[config.mk]
export PLATFORM = sky130hd
export DESIGN_NAME = stack_mem_controller
export DESIGN_NICKNAME = d
export VERILOG_FILES = /design/src/rtl/stack_mem_controller.sv
export SDC_FILE = /design/constraint.sdc
export NUM_CORES = 1
export LEC_CHECK = 0
export BUFFER_PORTS_ARGS = -buffer_cell sky130_fd_sc_hd__buf_2
export CORE_ASPECT_RATIO = 0.6
export CORE_MARGIN = 3
export CORE_UTILIZATION = 40
export CTS_BUF_LIST = sky130_fd_sc_hd__clkbuf_8
export CTS_CLUSTER_DIAMETER = 60
export CTS_CLUSTER_SIZE = 28
export DETAILED_ROUTE_END_ITERATION = 6
export GPL_TIMING_DRIVEN = 0
export PLACE_DENSITY_LB_ADDON = 0.08
export SKIP_CTS_REPAIR_TIMING = 1
export SLEW_MARGIN = 20
export SYNTH_ARGS = -nofsm -noshare
export SYNTH_HDL_FRONTEND = slang
export SYNTH_SLANG_ARGS = --single-unit
[constraint.sdc]
create_clock -name clk -period 6 [get_ports clk]
set_input_delay 1.2 -clock clk [delete_from_list [all_inputs] [get_ports clk]]
set_output_delay 1.2 -clock clk [all_outputs]
set_load 0.005 [all_outputs]
[src/rtl/stack_mem_controller.sv]
// Data-memory initiator for the MEM stage: owns the stack pointer and sequences
// load/store/stack/call/return/interrupt traffic. Optional stack guard: STACK_GUARD_EN.
module stack_mem_controller #(
    parameter logic [7:0]  SP_RESET = 8'hFF,
`ifdef STACK_GUARD_EN
    parameter logic [7:0]  SP_LIMIT = 8'h80,
`endif
    parameter int unsigned FLAG_W   = 4
) (
    input  logic              clk,
    input  logic              rst,
    input  logic              req_valid,
    output logic              req_ready,
    input  logic [2:0]        req_op,
    input  logic [7:0]        req_addr,
    input  logic [7:0]        req_data,
    input  logic [7:0]        req_pc,
    input  logic [FLAG_W-1:0] req_flags,
    output logic              resp_valid,
    output logic [7:0]        resp_data,
    output logic [7:0]        resp_pc,
    output logic [FLAG_W-1:0] resp_flags,
    output logic              resp_pc_valid,
    output logic [7:0]        sp,
`ifdef STACK_GUARD_EN
    output logic              stack_fault,
`endif
    output logic              stall,
    output logic [7:0]        mem_read_addr,
    input  logic [7:0]        mem_read_data,
    output logic              mem_write_enable,
    output logic [7:0]        mem_write_addr,
    output logic [7:0]        mem_write_data
);

    localparam int unsigned DW = 8;

    typedef enum logic [2:0] {
        OP_LOAD  = 3'd0,
        OP_STORE = 3'd1,
        OP_PUSH  = 3'd2,
        OP_POP   = 3'd3,
        OP_CALL  = 3'd4,
        OP_RET   = 3'd5,
        OP_INT   = 3'd6,
        OP_RTI   = 3'd7
    } op_e;

    typedef enum logic [1:0] {
        S_IDLE = 2'd0,
        S_INT2 = 2'd1,
        S_RTI2 = 2'd2
    } state_e;

    state_e            state_q;
    logic [DW-1:0]     sp_q;
    logic [FLAG_W-1:0] flags_q;
    logic              resp_valid_q;
    logic              resp_pc_valid_q;
    logic [DW-1:0]     resp_data_q;
    logic [DW-1:0]     resp_pc_q;
    logic [FLAG_W-1:0] resp_flags_q;

    op_e           op;
    logic          accept;
    logic          idle;
    logic [DW-1:0] sp_inc;
    logic [DW-1:0] sp_dec;
    logic          push_fault;
    logic          pop_fault;

    assign op     = op_e'(req_op);
    assign idle   = (state_q == S_IDLE);
    assign accept = req_valid & req_ready;
    assign sp_inc = sp_q + DW'(1);
    assign sp_dec = sp_q - DW'(1);

`ifdef STACK_GUARD_EN
    logic stack_fault_q;
    logic fault_evt;

    // Overflow/underflow detection at the configured stack bounds
    assign push_fault = (sp_q == SP_LIMIT);
    assign pop_fault  = (sp_q == SP_RESET);

    always_comb begin
        fault_evt = 1'b0;
        if (!rst) begin
            if (accept) begin
                case (op)
                    OP_PUSH, OP_CALL, OP_INT: fault_evt = push_fault;
                    OP_POP,  OP_RET,  OP_RTI: fault_evt = pop_fault;
                    default:                  fault_evt = 1'b0;
                endcase
            end else if (state_q == S_INT2) begin
                fault_evt = push_fault;
            end else if (state_q == S_RTI2) begin
                fault_evt = pop_fault;
            end
        end
    end

    always_ff @(posedge clk) begin
        if (rst) begin
            stack_fault_q <= 1'b0;
        end else if (fault_evt) begin
            stack_fault_q <= 1'b1;
        end
    end

    assign stack_fault = stack_fault_q;
`else
    assign push_fault = 1'b0;
    assign pop_fault  = 1'b0;
`endif

    assign req_ready = idle & ~rst;

    // Pipeline hold: INT/RTI accept cycle plus their second step
    always_comb begin
        stall = 1'b0;
        if (!rst) begin
            if (idle) begin
                stall = req_valid & ((op == OP_INT) | (op == OP_RTI));
            end else begin
                stall = 1'b1;
            end
        end
    end

    // Memory port drive, combinational from state and the request being accepted
    always_comb begin
        mem_read_addr    = sp_inc;
        mem_write_enable = 1'b0;
        mem_write_addr   = sp_q;
        mem_write_data   = req_data;
        if (!rst) begin
            case (state_q)
                S_IDLE: begin
                    if (accept) begin
                        case (op)
                            OP_LOAD: mem_read_addr = req_addr;
                            OP_STORE: begin
                                mem_write_enable = 1'b1;
                                mem_write_addr   = req_addr;
                            end
                            OP_PUSH: mem_write_enable = ~push_fault;
                            OP_CALL, OP_INT: begin
                                mem_write_enable = ~push_fault;
                                mem_write_data   = req_pc;
                            end
                            default: mem_read_addr = sp_inc;
                        endcase
                    end
                end
                S_INT2: begin
                    mem_write_enable = ~push_fault;
                    mem_write_data   = DW'(flags_q);
                end
                default: mem_read_addr = sp_inc;
            endcase
        end
    end

    // Sequencer: SP, state and registered response fields
    always_ff @(posedge clk) begin
        if (rst) begin
            state_q         <= S_IDLE;
            sp_q            <= SP_RESET;
            flags_q         <= '0;
            resp_valid_q    <= 1'b0;
            resp_pc_valid_q <= 1'b0;
            resp_data_q     <= '0;
            resp_pc_q       <= '0;
            resp_flags_q    <= '0;
        end else begin
            resp_valid_q    <= 1'b0;
            resp_pc_valid_q <= 1'b0;
            case (state_q)
                S_IDLE: begin
                    if (accept) begin
                        case (op)
                            OP_LOAD: begin
                                resp_data_q  <= mem_read_data;
                                resp_valid_q <= 1'b1;
                            end
                            OP_STORE: begin
                                resp_valid_q <= 1'b0;
                            end
                            OP_PUSH, OP_CALL: begin
                                if (!push_fault) sp_q <= sp_dec;
                            end
                            OP_POP: begin
                                resp_data_q  <= pop_fault ? '0 : mem_read_data;
                                resp_valid_q <= 1'b1;
                                if (!pop_fault) sp_q <= sp_inc;
                            end
                            OP_RET: begin
                                resp_pc_q       <= pop_fault ? '0 : mem_read_data;
                                resp_valid_q    <= 1'b1;
                                resp_pc_valid_q <= 1'b1;
                                if (!pop_fault) sp_q <= sp_inc;
                            end
                            OP_INT: begin
                                flags_q <= req_flags;
                                if (!push_fault) begin
                                    sp_q    <= sp_dec;
                                    state_q <= S_INT2;
                                end
                            end
                            OP_RTI: begin
                                resp_flags_q <= pop_fault ? '0 : mem_read_data[FLAG_W-1:0];
                                if (!pop_fault) sp_q <= sp_inc;
                                state_q <= S_RTI2;
                            end
                        endcase
                    end
                end
                S_INT2: begin
                    if (!push_fault) sp_q <= sp_dec;
                    state_q <= S_IDLE;
                end
                S_RTI2: begin
                    resp_pc_q       <= pop_fault ? '0 : mem_read_data;
                    resp_valid_q    <= 1'b1;
                    resp_pc_valid_q <= 1'b1;
                    if (!pop_fault) sp_q <= sp_inc;
                    state_q <= S_IDLE;
                end
                default: state_q <= S_IDLE;
            endcase
        end
    end

    assign sp            = sp_q;
    assign resp_valid    = resp_valid_q;
    assign resp_pc_valid = resp_pc_valid_q;
    assign resp_data     = resp_data_q;
    assign resp_pc       = resp_pc_q;
    assign resp_flags    = resp_flags_q;

endmodule

==> summary.md <==
| Metric | Value |
|---|---|
| Status | completed |
| Core Rows | 19 |
| Clk root buf | clkbuf_8 |
| Max_cap viols | 0 |
| Worst clock skew | 0.00702 ns |
| Register area | 721 um^2 |
| Pleak | 1.34 nW |
| Synth Area in Simple Gates | 0.213 |
| Pwr/cell area | 222 mW/mm^2 |
| Multiplexer area fraction after synthesis | 0.168 |
| Largest net degree at the start of global routing | 13 |
| EDFF count, synth | 0 |
| Ys flop type | dfxtp_1 |
| Unrepaired setup endpoints after global routing | no |
| Worst R2R End | sp[7]$_SDFFE_PP1P_ |
| Asr flop ratio synth | 0 |
| Detailed placer's ending HPWL | 4.73 mm |
| Clk sinks | 36 |
| Worst slew pin tran | 0.845 ns |
| Initial DRC count | 200 |
| Syn avg cell area | 8.36 um^2 |
| DRC errors left | 0 |
| Synthesized net count | 301 |
| TritonCTS clock tree | yes |
| Remaining global-route overflow | 0 |
| Max Slew Vio Count | 0 |
| TritonCTS Buffers | 5 |
| Finished Cell Area | 0.00280 mm^2 |
| Final worst-path cycle share | 0.699 |
| Multi-input gate area | 0.00128 mm^2 |
| Port Buf Inserts | 97 |
| FF-to-FF Start | sp[0]$_SDFFE_PP1P_ |
| Synth cell types | 43 |
| Fmax achieved | 0.239 GHz |
| Chip height | 62.3 um |
| Core area | 0.00483 mm^2 |
| Ant. Diodes | 0 |
| Combinational family with the most area after synthesis | simple AND/OR/NAND/NOR gates |
| Seq/Total Area, Yosys | 0.341 |
| P&R area growth vs syn | 32.1% |
| Synthesized area | 0.00212 mm^2 |
| Final worst path period need | 4.19 ns |
| Die width | 99.9 um |
| # H-tree levels | 2 |
| Filler Cells Inserted | 476 |
| Critical path peak fanout | 10 |
| Complex-gate fraction of the synthesized area | 0.153 |
| Slew HR | 0.425 |
| Full die area | 0.00623 mm^2 |
| Type of the tightest min-delay check | flip-flop to flip-flop |
| R2R cell count | 5 |
| Critical path origin | rst |
| Synth Register Bits | 36 |
| I/O Pins | 99 |
| Clock Path Buffers | 2 |
| Hold Vio Cnt, Final | 0 |
| Vias in the first global route | 1,983 |
| Maximum vdd drop | 0.000172 V |
| Worst-skew pair later-pin latency | 0.29 ns |
| Tot Pwr | 0.000620 W |
| Drt via density | 5.20 |
| All-Layer GR Usage | 0.191 |
| Placer Congestion | 0.890 |
| Vias | 2,190 |
| Starting density of the core | 0.438 |
| CP arrival | 2.99 ns |
| Placed Area | 0.00268 mm^2 |
| Post-Synthesis Cells | 253 |
| Drt total wl | 6.06 mm |
| TritonRoute pass-1 iters | 4 |
| Setup TNS | 0 ns |
| Hold path startpoint | flags_q[2]$_SDFFE_PP0P_ |
| Req. time, crit path | 4.80 ns |
| Worst Setup End Kind | output pin |
| Routed WL per cell | 14.4 um |
| Routed Antenna Nets | 0 |
| Initial antenna violation count | 0 |
| # nets final | 405 |
| Setup slack, reg-to-reg | 3.74 ns |
| Post-Synth XOR/XNOR Area | 0.0331 |
| First-pass GRT wire length | 9.73 mm |
| Worst Setup EP | mem_read_addr[5] |
| Clock-pin slew on the worst setup and hold paths | 0.07 ns |
| Syn. warnings | 0 |
| Post-Synth Adder-Cell Area | 0.0355 |
| Setup crit start kind | input pin |
| Crit Path Category | input pin to output pin |
| Share of layout cells above drive strength 1 | 0.346 |
| Final setup violation count | 0 |
-- registers in the layout, indices dropped and copies added, names as in the netlist --
signal         flops
sp                 8
state_q            2
resp_flags         4
resp_pc_valid      1
resp_pc            8
resp_valid         1
flags_q            4
resp_data          8
-- power by group --
part	internal [W]	switching [W]	total [W]	leakage, nW
combinational	0.0000741	0.0000773	0.000151	0.993
clock	0.000123	0.0000902	0.000213	0.0541
sequential	0.000247	0.00000875	0.000255	0.292
total	0.000444	0.000176	0.000620	1.34
-- placed cells by master (no fill, tap or decap), types with 3 or more instances in the layout --
| cell type | instances |
|---|---|
| o21ai_1 | 6 |
| inv_1 | 11 |
| mux2_1 | 3 |
| a22oi_1 | 3 |
| nor3_1 | 4 |
| ha_1 | 6 |
| nand3_1 | 10 |
| and3_1 | 3 |
| xnor2_1 | 8 |
| clkbuf_1 | 11 |
| nand2_1 | 24 |
| a222oi_1 | 4 |
| mux2i_1 | 21 |
| dfxtp_1 | 36 |
| o21ai_0 | 11 |
| mux2_2 | 9 |
| buf_6 | 3 |
| nor2_1 | 32 |
| buf_2 | 97 |
| a21oi_1 | 13 |
| clkbuf_8 | 5 |
-- area by class of cell --
cell class	instances	share of cell area
buffer	15	0.0282
clock inverter	3	0.0152
inverter	11	0.0148
tap	63	0.0282
timing repair buffer	97	0.174
multi-input combinational	191	0.457
clock buffer	5	0.0246
sequential	36	0.258
-- synthesized netlist by cell type (2+ instances only) --
cell type	number	area (um^2)
o22ai_1	2	12.5
or4_1	2	15.0
nor3_1	4	20.0
mux2_2	9	101
a22oi_1	3	22.5
nand3_1	10	50.1
a21oi_1	13	65.1
o211ai_1	2	15.0
inv_1	11	41.3
a222oi_1	4	40.0
nand2_1	24	90.1
nand2b_1	2	12.5
nor4_1	2	12.5
nor2_1	32	120
mux2i_1	22	220
o21a_1	2	15.0
nor2b_1	2	12.5
dfxtp_1	36	721
and3_1	3	18.8
mux2_1	3	33.8
o21ai_0	11	55.1
o21ai_1	6	30.0
o311ai_1	2	17.5
a211o_1	2	17.5
buf_6	3	33.8
or4b_1	2	20.0
xnor2_1	8	70.1
ha_1	6	75.1
clkbuf_1	11	41.3
-- per-layer routing --
metal	track usage	wire length [um]
met1	0.292	3010
met2	0.258	2450
met3	0.0649	577
met4	0.0307	28
met5	0	0
-- through the flow --
step           hold WS (ns)  worst slack, ns  std cells   util
2_1_floorplan         0.436             2.30        253      -
3_3_place_gp          0.447             1.80        413  0.555
3_5_place_dp          0.453             1.79        413  0.556
4_1_cts               0.463             1.79        421  0.579
5_1_grt               0.493             1.65        421  0.579
6_report              0.461             1.81        421  0.579
-- worst max-delay path: stages --
cell,delay [ns]
buf_2,0.11
buf_6,0.13
nor4_1,0.34
nor2b_1,0.34
clkbuf_1,0.37
mux2_2,0.37
buf_2,0.12
-- cells by family (layout without fill, tap and decap cells) --
logic type | Yosys count | in the layout
simple gates | 92 | 92
flops | 36 | 36
xor+xnor | 8 | 8
compound gates | 51 | 51
mux | 34 | 34
fa+ha+maj | 6 | 6
buf+inv | 26 | 131
-- worst min-delay path by stage --
| stage | end | slack (ns) | depth (start not counted) |
|---|---|---|---|
| global placement | flags_q[0]$_SDFFE_PP0P_ | 0.45 | 2 |
| CTS | flags_q[2]$_SDFFE_PP0P_ | 0.46 | 2 |
| floorplan | flags_q[0]$_SDFFE_PP0P_ | 0.44 | 2 |
| finish | flags_q[2]$_SDFFE_PP0P_ | 0.46 | 2 |
| global route | flags_q[0]$_SDFFE_PP0P_ | 0.49 | 2 |
| detailed placement | flags_q[2]$_SDFFE_PP0P_ | 0.45 | 2 |
Note: power is estimated with default switching activity, not from simulation.
